==> config.mk <==
export PLATFORM = sky130hd
export DESIGN_NAME = uart_tx_arbiter
export DESIGN_NICKNAME = d
export VERILOG_FILES = /design/src/rtl/uart_pkg.sv /design/src/rtl/uart_rr_picker.sv /design/src/rtl/uart_tx_arbiter.sv
export SDC_FILE = /design/constraint.sdc
export NUM_CORES = 1
export LEC_CHECK = 0
export ABC_AREA = 0
export BUFFER_PORTS_ARGS = -buffer_cell sky130_fd_sc_hd__buf_4
export CORE_MARGIN = 8
export CORE_UTILIZATION = 33
export CTS_CLUSTER_DIAMETER = 100
export DETAILED_ROUTE_END_ITERATION = 16
export GPL_TIMING_DRIVEN = 0
export MAX_ROUTING_LAYER = met4
export SLEW_MARGIN = 20
export SYNTH_ARGS = -nofsm -noshare
export SYNTH_HDL_FRONTEND = slang
export SYNTH_SLANG_ARGS = --single-unit
==> constraint.sdc <==
create_clock -name clk_i -period 2.3 [get_ports clk_i]
set_input_delay 0.115 -clock clk_i [delete_from_list [all_inputs] [get_ports clk_i]]
set_output_delay 0.115 -clock clk_i [all_outputs]
set_load 0.01 [all_outputs]
==> src/rtl/uart_pkg.sv <==
// Shared UART constants and the arbiter state encoding.
package uart_pkg;

    localparam int CLK_HZ      = 100_000_000;
    localparam int BIT_RATE    = 9600;
    localparam int CLK_PER_BIT = CLK_HZ / BIT_RATE;
    localparam int DATA_W      = 8;

    typedef enum logic [1:0] {
        IDLE      = 2'd0,
        WAIT_BYTE = 2'd1,
        SEND      = 2'd2
    } arb_state_t;

endpackage

==> src/rtl/uart_rr_picker.sv <==
// Combinational round-robin picker: one-hot winner is the first set request
// found scanning upward from ptr, wrapping past NUM_REQ-1.
module uart_rr_picker #(
    parameter int NUM_REQ = 4,
    parameter int PTR_W   = $clog2(NUM_REQ)
) (
    input  logic [NUM_REQ-1:0] req,
    input  logic [PTR_W-1:0]   ptr,
    output logic [NUM_REQ-1:0] winner
);

    logic [2*NUM_REQ-1:0] req_dbl;
    logic [2*NUM_REQ-1:0] win_dbl;
    logic [NUM_REQ-1:0]   rot;
    logic [NUM_REQ-1:0]   rot_win;

    // Rotate so ptr sits at bit 0, isolate the lowest set bit, rotate back.
    assign req_dbl = {req, req} >> ptr;
    assign rot     = req_dbl[NUM_REQ-1:0];
    assign rot_win = rot & (~rot + NUM_REQ'(1));
    assign win_dbl = {rot_win, rot_win} << ptr;
    assign winner  = win_dbl[2*NUM_REQ-1:NUM_REQ];

endmodule

==> src/rtl/uart_tx_arbiter.sv <==
// Round-robin, packet-locked arbiter feeding one uart_tx serializer.
// Define UART_TX_ARB_TIMEOUT_EN to force release of a stalled packet.
module uart_tx_arbiter #(
    parameter int NUM_REQ      = 4,
    parameter int DATA_W       = uart_pkg::DATA_W,
    parameter int TIMEOUT_CLKS = 104160
) (
    input  logic                      clk_i,
    input  logic                      reset_i,
    input  logic [NUM_REQ-1:0]        req_valid_i,
    input  logic [NUM_REQ*DATA_W-1:0] req_data_i,
    input  logic [NUM_REQ-1:0]        req_last_i,
    output logic [NUM_REQ-1:0]        req_ready_o,
    output logic [NUM_REQ-1:0]        grant_o,
    output logic                      busy_o,
    output logic [DATA_W-1:0]         tx_data_o,
    output logic                      tx_start_o,
    input  logic                      tx_done_i,
    output logic                      timeout_o
);
    import uart_pkg::*;

    localparam int PTR_W = $clog2(NUM_REQ);

    arb_state_t                state_reg, state_next;
    logic [NUM_REQ-1:0]        grant_reg, grant_next;
    logic [PTR_W-1:0]          ptr_reg, ptr_next;
    logic                      last_reg, last_next;
    logic [DATA_W-1:0]         tx_data_reg, tx_data_next;
    logic                      tx_start_reg, tx_start_next;
    logic                      timeout_reg, timeout_next;

    logic [NUM_REQ-1:0]               pick;
    logic [NUM_REQ-1:0][DATA_W-1:0]   masked_data;
    logic [DATA_W-1:0]                granted_data;
    logic                             granted_last;
    logic [PTR_W-1:0]                 grant_idx;
    logic [PTR_W-1:0]                 ptr_adv;
    logic                             xfer;
    logic                             expire;

    uart_rr_picker #(.NUM_REQ(NUM_REQ), .PTR_W(PTR_W)) u_picker (
        .req    (req_valid_i),
        .ptr    (ptr_reg),
        .winner (pick)
    );

    genvar gi;
    generate
        for (gi = 0; gi < NUM_REQ; gi++) begin : g_mask
            assign masked_data[gi] = grant_reg[gi] ? req_data_i[gi*DATA_W +: DATA_W] : '0;
        end
    endgenerate

    always_comb begin
        granted_data = '0;
        grant_idx    = '0;
        for (int i = 0; i < NUM_REQ; i++) begin
            granted_data = granted_data | masked_data[i];
            if (grant_reg[i]) grant_idx = PTR_W'(i);
        end
    end

    assign granted_last = |(req_last_i & grant_reg);
    assign ptr_adv      = (grant_idx == PTR_W'(NUM_REQ-1)) ? '0 : grant_idx + PTR_W'(1);
    assign req_ready_o  = (state_reg == WAIT_BYTE) ? grant_reg : '0;
    assign xfer         = |(req_valid_i & req_ready_o);

`ifdef UART_TX_ARB_TIMEOUT_EN
    localparam int CNT_W = $clog2(TIMEOUT_CLKS);

    logic [CNT_W-1:0] cnt_reg, cnt_next;
    logic             sent_reg, sent_next;

    // Only a packet that has already started can stall; the first byte may wait forever.
    assign expire = (state_reg == WAIT_BYTE) && sent_reg && !xfer &&
                    (cnt_reg == CNT_W'(TIMEOUT_CLKS-1));

    always_comb begin
        cnt_next  = '0;
        sent_next = sent_reg;
        if (state_reg == WAIT_BYTE && sent_reg && !xfer && !expire)
            cnt_next = cnt_reg + CNT_W'(1);
        if (xfer) sent_next = 1'b1;
        if (state_next == IDLE) sent_next = 1'b0;
    end

    always_ff @(posedge clk_i or posedge reset_i) begin
        if (reset_i) begin
            cnt_reg  <= '0;
            sent_reg <= 1'b0;
        end else begin
            cnt_reg  <= cnt_next;
            sent_reg <= sent_next;
        end
    end
`else
    assign expire = 1'b0;
`endif

    always_comb begin
        state_next    = state_reg;
        grant_next    = grant_reg;
        ptr_next      = ptr_reg;
        last_next     = last_reg;
        tx_data_next  = tx_data_reg;
        tx_start_next = tx_start_reg;
        timeout_next  = 1'b0;
        case (state_reg)
            IDLE: begin
                if (|req_valid_i) begin
                    grant_next = pick;
                    state_next = WAIT_BYTE;
                end
            end
            WAIT_BYTE: begin
                if (xfer) begin
                    tx_data_next  = granted_data;
                    last_next     = granted_last;
                    tx_start_next = 1'b1;
                    state_next    = SEND;
                end else if (expire) begin
                    grant_next   = '0;
                    ptr_next     = ptr_adv;
                    timeout_next = 1'b1;
                    state_next   = IDLE;
                end
            end
            SEND: begin
                if (tx_done_i) begin
                    tx_start_next = 1'b0;
                    if (last_reg) begin
                        grant_next = '0;
                        ptr_next   = ptr_adv;
                        state_next = IDLE;
                    end else begin
                        state_next = WAIT_BYTE;
                    end
                end
            end
            default: state_next = IDLE;
        endcase
    end

    always_ff @(posedge clk_i or posedge reset_i) begin
        if (reset_i) begin
            state_reg    <= IDLE;
            grant_reg    <= '0;
            ptr_reg      <= '0;
            last_reg     <= 1'b0;
            tx_data_reg  <= '0;
            tx_start_reg <= 1'b0;
            timeout_reg  <= 1'b0;
        end else begin
            state_reg    <= state_next;
            grant_reg    <= grant_next;
            ptr_reg      <= ptr_next;
            last_reg     <= last_next;
            tx_data_reg  <= tx_data_next;
            tx_start_reg <= tx_start_next;
            timeout_reg  <= timeout_next;
        end
    end

    assign grant_o    = grant_reg;
    assign busy_o     = (state_reg != IDLE);
    assign tx_data_o  = tx_data_reg;
    assign tx_start_o = tx_start_reg;
    assign timeout_o  = timeout_reg;

endmodule
==> results of run 1 <==
-- power breakdown --
| part | internal, mW | switching, mW | leakage, nW | total, mW |
|---|---|---|---|---|
| sequential | 0.469 | 0.152 | 0.214 | 0.621 |
| combinational | 0.589 | 0.604 | 0.524 | 1.19 |
| clock | 0.0964 | 0.108 | 0.0210 | 0.204 |
| total | 1.16 | 0.863 | 0.760 | 2.02 |
-- cell usage after synthesis (all sizes together) --
master   instances  share of area [%]
o21ai            1               0.45
nand2b           2                1.1
nor3b            1               0.67
and2             4                2.7
nor2            19                6.6
o211ai           2                1.3
a32o             1               0.89
nand3            1               0.45
buf              3                2.7
conb             1               0.33
a31oi            9                8.4
o21a             1               0.67
nand3b           1               0.67
a21boi           1                1.7
inv              3                1.0
clkbuf           5                1.7
a21oi            5                2.2
and4             1               0.78
or2              1               0.56
o2bb2ai          2                1.6
a22oi           20                 15
nand2            6                2.0
a21o             1               0.67
nor2b            3                2.3
o22ai            1               0.56
o31ai            3                2.0
dfrtp           18                 40
nand4b           1               0.78
-- layout make-up --
type                            count  share of cell area (%)
Multi-Input combinational cell     88                    36.4
Tap cell                           46                    3.44
Inverter                            3                   0.672
Clock buffer                        4                    2.17
Timing Repair Buffer               61                    27.5
Buffer                              8                    2.91
Sequential cell                    18                    26.9
-- per-stage QoR --
| step | utilization [%] | worst slack, ps | hold WS (ps) |
|---|---|---|---|
| finish | 50.6 | 570 | 125 |
| global placement | 49.2 | 892 | 272 |
| detailed placement | 49.2 | 900 | 287 |
| CTS | 50.6 | 552 | 127 |
| floorplan | - | 1080 | 53.6 |
| global route | 50.6 | 434 | 117 |
-- critical path, stage by stage, from the launching register on --
cell,delay [ps]
sky130_fd_sc_hd__dfrtp_1,510
sky130_fd_sc_hd__clkbuf_1,450
sky130_fd_sc_hd__and2_2,240
sky130_fd_sc_hd__buf_4,110
-- per-layer routing --
metal	vias to the layer above	GRT usage, %	part of all wire [%]
li1	567	-	-
met1	599	17.0	40
met2	34	23.3	54
met3	2	2.83	4.6
met4	0	3.91	0.83
met5	-	-	0
-- worst min-delay path by stage --
| stage | startpoint | to | slack [ps] | cells after the start |
|---|---|---|---|---|
| finish | req_data_i[21] | tx_data_o[5] | 120 | 3 |
| global placement | reset_i | tx_data_o[4] | 270 | 2 |
| CTS | req_data_i[21] | tx_data_o[5] | 130 | 3 |
| detailed placement | reset_i | tx_data_o[4] | 290 | 2 |
| floorplan | reset_i | grant_o[0] | 50 | 1 |
| global route | req_data_i[23] | tx_data_o[7] | 120 | 3 |
-- cell families after synthesis --
| logic type | Yosys count | share of synthesized area [%] |
|---|---|---|
| compound gates | 47 | 35.5 |
| simple gates | 40 | 18.6 |
| flops | 18 | 40.2 |
| buf+inv | 11 | 5.36 |
| other cells | 1 | 0.335 |
-- what timing repair did --
item / 4_1_cts / 5_1_grt
buffers inserted: 0 / 0
hold endpoints to repair: 18 / 0
hold buffers: 1 / 0
==> results.txt, run 1 <==
----------------------------------------------------
[Run status]
  Status ... finished clean

[Timing]
  Number of max-slew violations in the final report ... 0
  Slew headroom ... 53.6%
  Portion of the clock cycle consumed by the worst path in the final layout ... 75.2%
  Worst setup skew after layout ... 4.91 ps
  Total setup violations reported at the end of the flow ... 0
  Max Freq ... 578 MHz
  Setup repair after global routing missed its margin ... no
  Minimum clock period ... approximately 1700 ps
  Post-route setup TNS ... 0 ps
  Worst Tran Pin Value ... 695 ps
  Final Hold Vio Count ... 0

[Detailed routing]
  Number of design-rule violations left by the first detailed-router iteration ... 45
  Drt pass-1 iters ... 4
  Routed via count divided by cell count ... 5.27
  Mean routed wirelength per cell ... ~16 um
  Vias after detailed routing ... ~1200
  Number of nets still failing antenna checks after routing ... 0
  Number of remaining DRC errors ... 0
  Wire length after detailed routing ... 3750 um

[Floorplanning]
  Num rows ... 21
  Height of the chip ... 74.3 um
  Starting utilization of the core area ... roughly 34%
  Full die area ... about 5500 um^2
  Number of primary I/O pins ... 62
  Die W ... 74.3 um
  Area of the core region ... approximately 3300 um^2

[Critical path]
  Reg-to-reg startpoint ... state_reg[1]
  Capture point of the worst reg-to-reg path ... grant_o[3]
  Worst reg2reg path depth ... 4
  Worst Path Class, Setup ... register to output port
  R2R Setup Slk ... 880 ps
  Critical path required time ... 2180 ps
  Worst setup path startpoint ... grant_o[3]
  Maximum fanout along the worst path ... 10
  Worst setup SP type ... register
  Termination of the worst setup path ... req_ready_o[3]
  Worst Path Arrival ... 1610 ps
  Type of destination of the critical path ... output port

[Power and ir drop]
  P_leak ... 0.760 nW
  Overall power consumption ... 2.02 mW
  Power per unit of standard cell area ... between 1000 and 1500 nW/um^2
  Worst IR drop on VDD ... between 400 and 500 uV

[Min path]
  Worst hold path type ... input pin to register

[Job]
  Number of maximum-capacitance violations ... 0

[Clocking]
  Count of H-tree levels built during CTS ... 1
  TritonCTS Sinks ... 18
  Insertion delay to the later sink of the worst-skew pair ... 300 ps
  Clock-pin slew of the registers on the worst-case setup and hold paths ... 120 ps
  Clock tree from TritonCTS ... built
  Root Driver ... sky130_fd_sc_hd__clkbuf_4
  Num CTS Buffers ... 3
  Post-CTS resize count ... 0
  Maximum count of clock buffers along a single path ... 2

[Placement]
  Cell total after placement ... 223
  Half-perimeter wire length after placement ... 2980 um
  Number of buffer cells added on primary ports ... 60
  Final weighted congestion of routability-driven global placement ... 0.780
  DP Area ... 1630 um^2

[Final layout]
  Area delta synth->final ... 49.4%
  Finished Layout Cells ... roughly 230
  Area taken by multi-input logic gates ... 611 um^2
  Most frequent standard cell in the layout excluding fill and tap cells ... sky130_fd_sc_hd__buf_4
  Share of cells above drive strength 1 ... 45.6%
  Largest register FFs ... 8
  Filler Cells Inserted ... 335
  Highest-count cells in the layout ignoring fill and taps ... sky130_fd_sc_hd__buf_4, sky130_fd_sc_hd__nor2_1, sky130_fd_sc_hd__a22oi_1, sky130_fd_sc_hd__dfrtp_1
  Antenna cell count ... 0
  Final instance area ... 1680 um^2
  Layout net count ... 226
  Area of all sequential standard cells ... about 450 um^2

[Global routing]
  First-pass GRT wire length ... roughly 5800 um
  Antenna violations before repair ... 0
  All-Layer GR Usage ... 14.1%
  Via count of the first global-routing pass ... 1205
  Largest net degree at the start of global routing ... 19
  Leftover overflow at the end of global routing ... 0

[Synth]
  Count of distinct cell types in the synthesized netlist ... 35
  Syn Inst Count ... 117
  Total number of yosys warnings ... 0
  Post-Synthesis Cell Area ... about 1100 um^2
  Fraction of the yosys area taken by sequential cells ... 40.2%
  Synthesized area divided by synthesized cell count ... approximately 9.6 um^2
  Flip-flop and latch count after synthesis ... 18
  Post-Synthesis Net Count ... 160

----------------------------------------------------
Note: power is estimated with default switching activity, not from simulation.
==> run 2: changes to the inputs <==
clock period = 1.75 ns   (was 2.3 ns; I/O delays follow)
==> run 2 against run 1 <==
Sequential share of layout area about the same; count of clock-buffer cells in the layout unchanged; die area unchanged; worst setup slack got worse by 390 ps; sequential power increased by 36%; via count decreased by 0.58%; critical path depth unchanged; global-route usage unchanged; cell area about the same; worst hold slack got worse by 27 ps; largest cell class unchanged.
==> results.txt, run 2 (same netlist as run 1, synthesis figures left out) <==
----------------------------------------------------
[Clocking]
  Maximum count of clock buffers along a single path ... 2
  TritonCTS Sinks ... 18
  Count of H-tree levels built during CTS ... 1
  Clock-pin slew of the registers on the worst-case setup and hold paths ... 120 ps
  Insertion delay to the later sink of the worst-skew pair ... 300 ps
  Root Driver ... sky130_fd_sc_hd__clkbuf_4
  Clock tree from TritonCTS ... built
  Num CTS Buffers ... 3
  Post-CTS setup repair buffer count ... 0

[Critical path]
  Critical path required time ... 1660 ps
  Worst setup SP type ... register
  Worst Path Arrival ... 1480 ps
  Type of destination of the critical path ... output port
  Worst reg2reg path depth ... 5
  Maximum fanout along the worst path ... 10
  Worst Path Class, Setup ... register to output port

[Global routing]
  Via count of the first global-routing pass ... 1205
  Largest net degree at the start of global routing ... 19
  First-pass GRT wire length ... 5830 um
  Leftover overflow at the end of global routing ... 0
  Antenna violations before repair ... 0
  All-Layer GR Usage ... roughly 14%

[Timing]
  Number of max-slew violations in the final report ... 0
  Portion of the clock cycle consumed by the worst path in the final layout ... about nine tenths
  Minimum clock period ... about 1600 ps
  Max Freq ... approximately 640 MHz
  Post-route setup TNS ... 0 ps
  Final-layout worst hold slack ... 97.8 ps
  Setup repair after global routing missed its margin ... no
  Total setup violations reported at the end of the flow ... 0
  Final Hold Vio Count ... 0
  Slew headroom ... 52.7%
  Worst setup skew after layout ... 4.96 ps
  Worst Tran Pin Value ... between 700 and 800 ps

[Floorplanning]
  Full die area ... between 5000 and 6000 um^2
  Area of the core region ... 3310 um^2
  Height of the chip ... 74.3 um
  Starting utilization of the core area ... approximately a third
  Die W ... 74.3 um
  Num rows ... 21
  Number of primary I/O pins ... 62

[Final layout]
  Area delta synth->final ... 49.3%
  Layout net count ... 225
  Share of cells above drive strength 1 ... 47.0%
  Most frequent standard cell in the layout excluding fill and tap cells ... sky130_fd_sc_hd__buf_4
  Highest-count cells in the layout ignoring fill and taps ... sky130_fd_sc_hd__buf_4, sky130_fd_sc_hd__nor2_1, sky130_fd_sc_hd__a22oi_1, sky130_fd_sc_hd__dfrtp_1
  Antenna cell count ... 0
  Largest register FFs ... 8

[Job]
  Number of maximum-capacitance violations ... 0

[Min path]
  Worst hold path type ... input pin to register
  Number of cells traversed by the worst hold path ... 3

[Placement]
  Final weighted congestion of routability-driven global placement ... 0.780
  Number of buffer cells added on primary ports ... 60
  Half-perimeter wire length after placement ... 2980 um

[Detailed routing]
  Vias after detailed routing ... 1195
  Wire length after detailed routing ... 3730 um
  Number of remaining DRC errors ... 0
  Routed via count divided by cell count ... 5.26
  Mean routed wirelength per cell ... 16.4 um
  Number of design-rule violations left by the first detailed-router iteration ... 51
  Number of nets still failing antenna checks after routing ... 0
  Drt pass-1 iters ... 4

[Power and ir drop]
  Int Pwr ... 1.52 mW
  P_leak ... 0.765 nW
  Share of total power in combinational logic ... 58.0%
  Worst IR drop on VDD ... 571 uV
  Proportion of power drawn by the clock network ... 10.1%
  Power per unit of standard cell area ... approximately 1600 nW/um^2
  Switching share of total power ... a little over two fifths
  Switching power ... 1.13 mW
  Sequential cell fraction of total power ... 31.9%

[Run status]
  Status ... finished clean

----------------------------------------------------
## run 2: cell count changes in the layout (fill, tap and decap cells not counted), sizes merged
cell and change:
clkbuf -1
## run 2: final timing paths
kind | startpoint | end | slack (ps)
max | grant_o[0] | req_ready_o[0] | 180
min | req_data_i[21] | tx_data_o[5] | 100
max reg2reg | grant_o[2] | tx_data_o[0] | 210
min reg2reg | tx_start_o | tx_start_o | 550
max in group asynchronous | reset_i | ptr_reg[0] | 850
min in group asynchronous | reset_i | tx_data_o[4] | 450
## run 2: power by group through the flow
stage | sequential, mW | combinational, mW | clock [mW]
floorplan | 0.851 | 0.929 | 0
global placement | 0.817 | 1.56 | 0
detailed placement | 0.827 | 1.58 | 0
CTS | 0.816 | 1.59 | 0.276
global route | 0.892 | 1.68 | 0.297
finish | 0.844 | 1.53 | 0.268
## run 2: metrics by stage
stage	setup WS, ps	utilization, %	instance area [um^2]	total power [mW]	std cells
floorplan	529	-	1120	1.78	117
finish	179	50.6	1670	2.65	227
global placement	363	49.2	1630	2.37	223
CTS	29.6	50.6	1680	2.68	228
global route	31.9	50.6	1670	2.87	227
detailed placement	351	49.2	1630	2.41	223
## run 2: timing repair
item                                    CTS  global route
endpoints found under the setup margin    0             3
endpoints found under the hold margin    18             0
resized for setup                         0             4
hold buffers                              1             0
## run 2: critical path: stages, from the launching register on
cell and delay [ps]:
sky130_fd_sc_hd__dfrtp_1 440, sky130_fd_sc_hd__clkbuf_1 390, sky130_fd_sc_hd__and2_2 240, sky130_fd_sc_hd__buf_4 120
## run 2: layer usage
metal	vias up	track usage, %	share of wire [%]
met3	2	2.83	5.7
met5	-	-	0
met4	0	3.91	0.83
li1	564	-	-
met2	37	23.3	54
met1	592	17.0	40
## run 2: area by class of cell
| type | count | area, um^2 |
|---|---|---|
| repair buffers | 61 | 460 |
| inverters | 3 | 11.3 |
| flip-flops and latches | 18 | 450 |
| plain buffers | 7 | 47.5 |
| clock buffers | 4 | 36.3 |
| multi-input cells | 88 | 611 |
| fillers | 332 | 1640 |
| well taps | 46 | 57.6 |
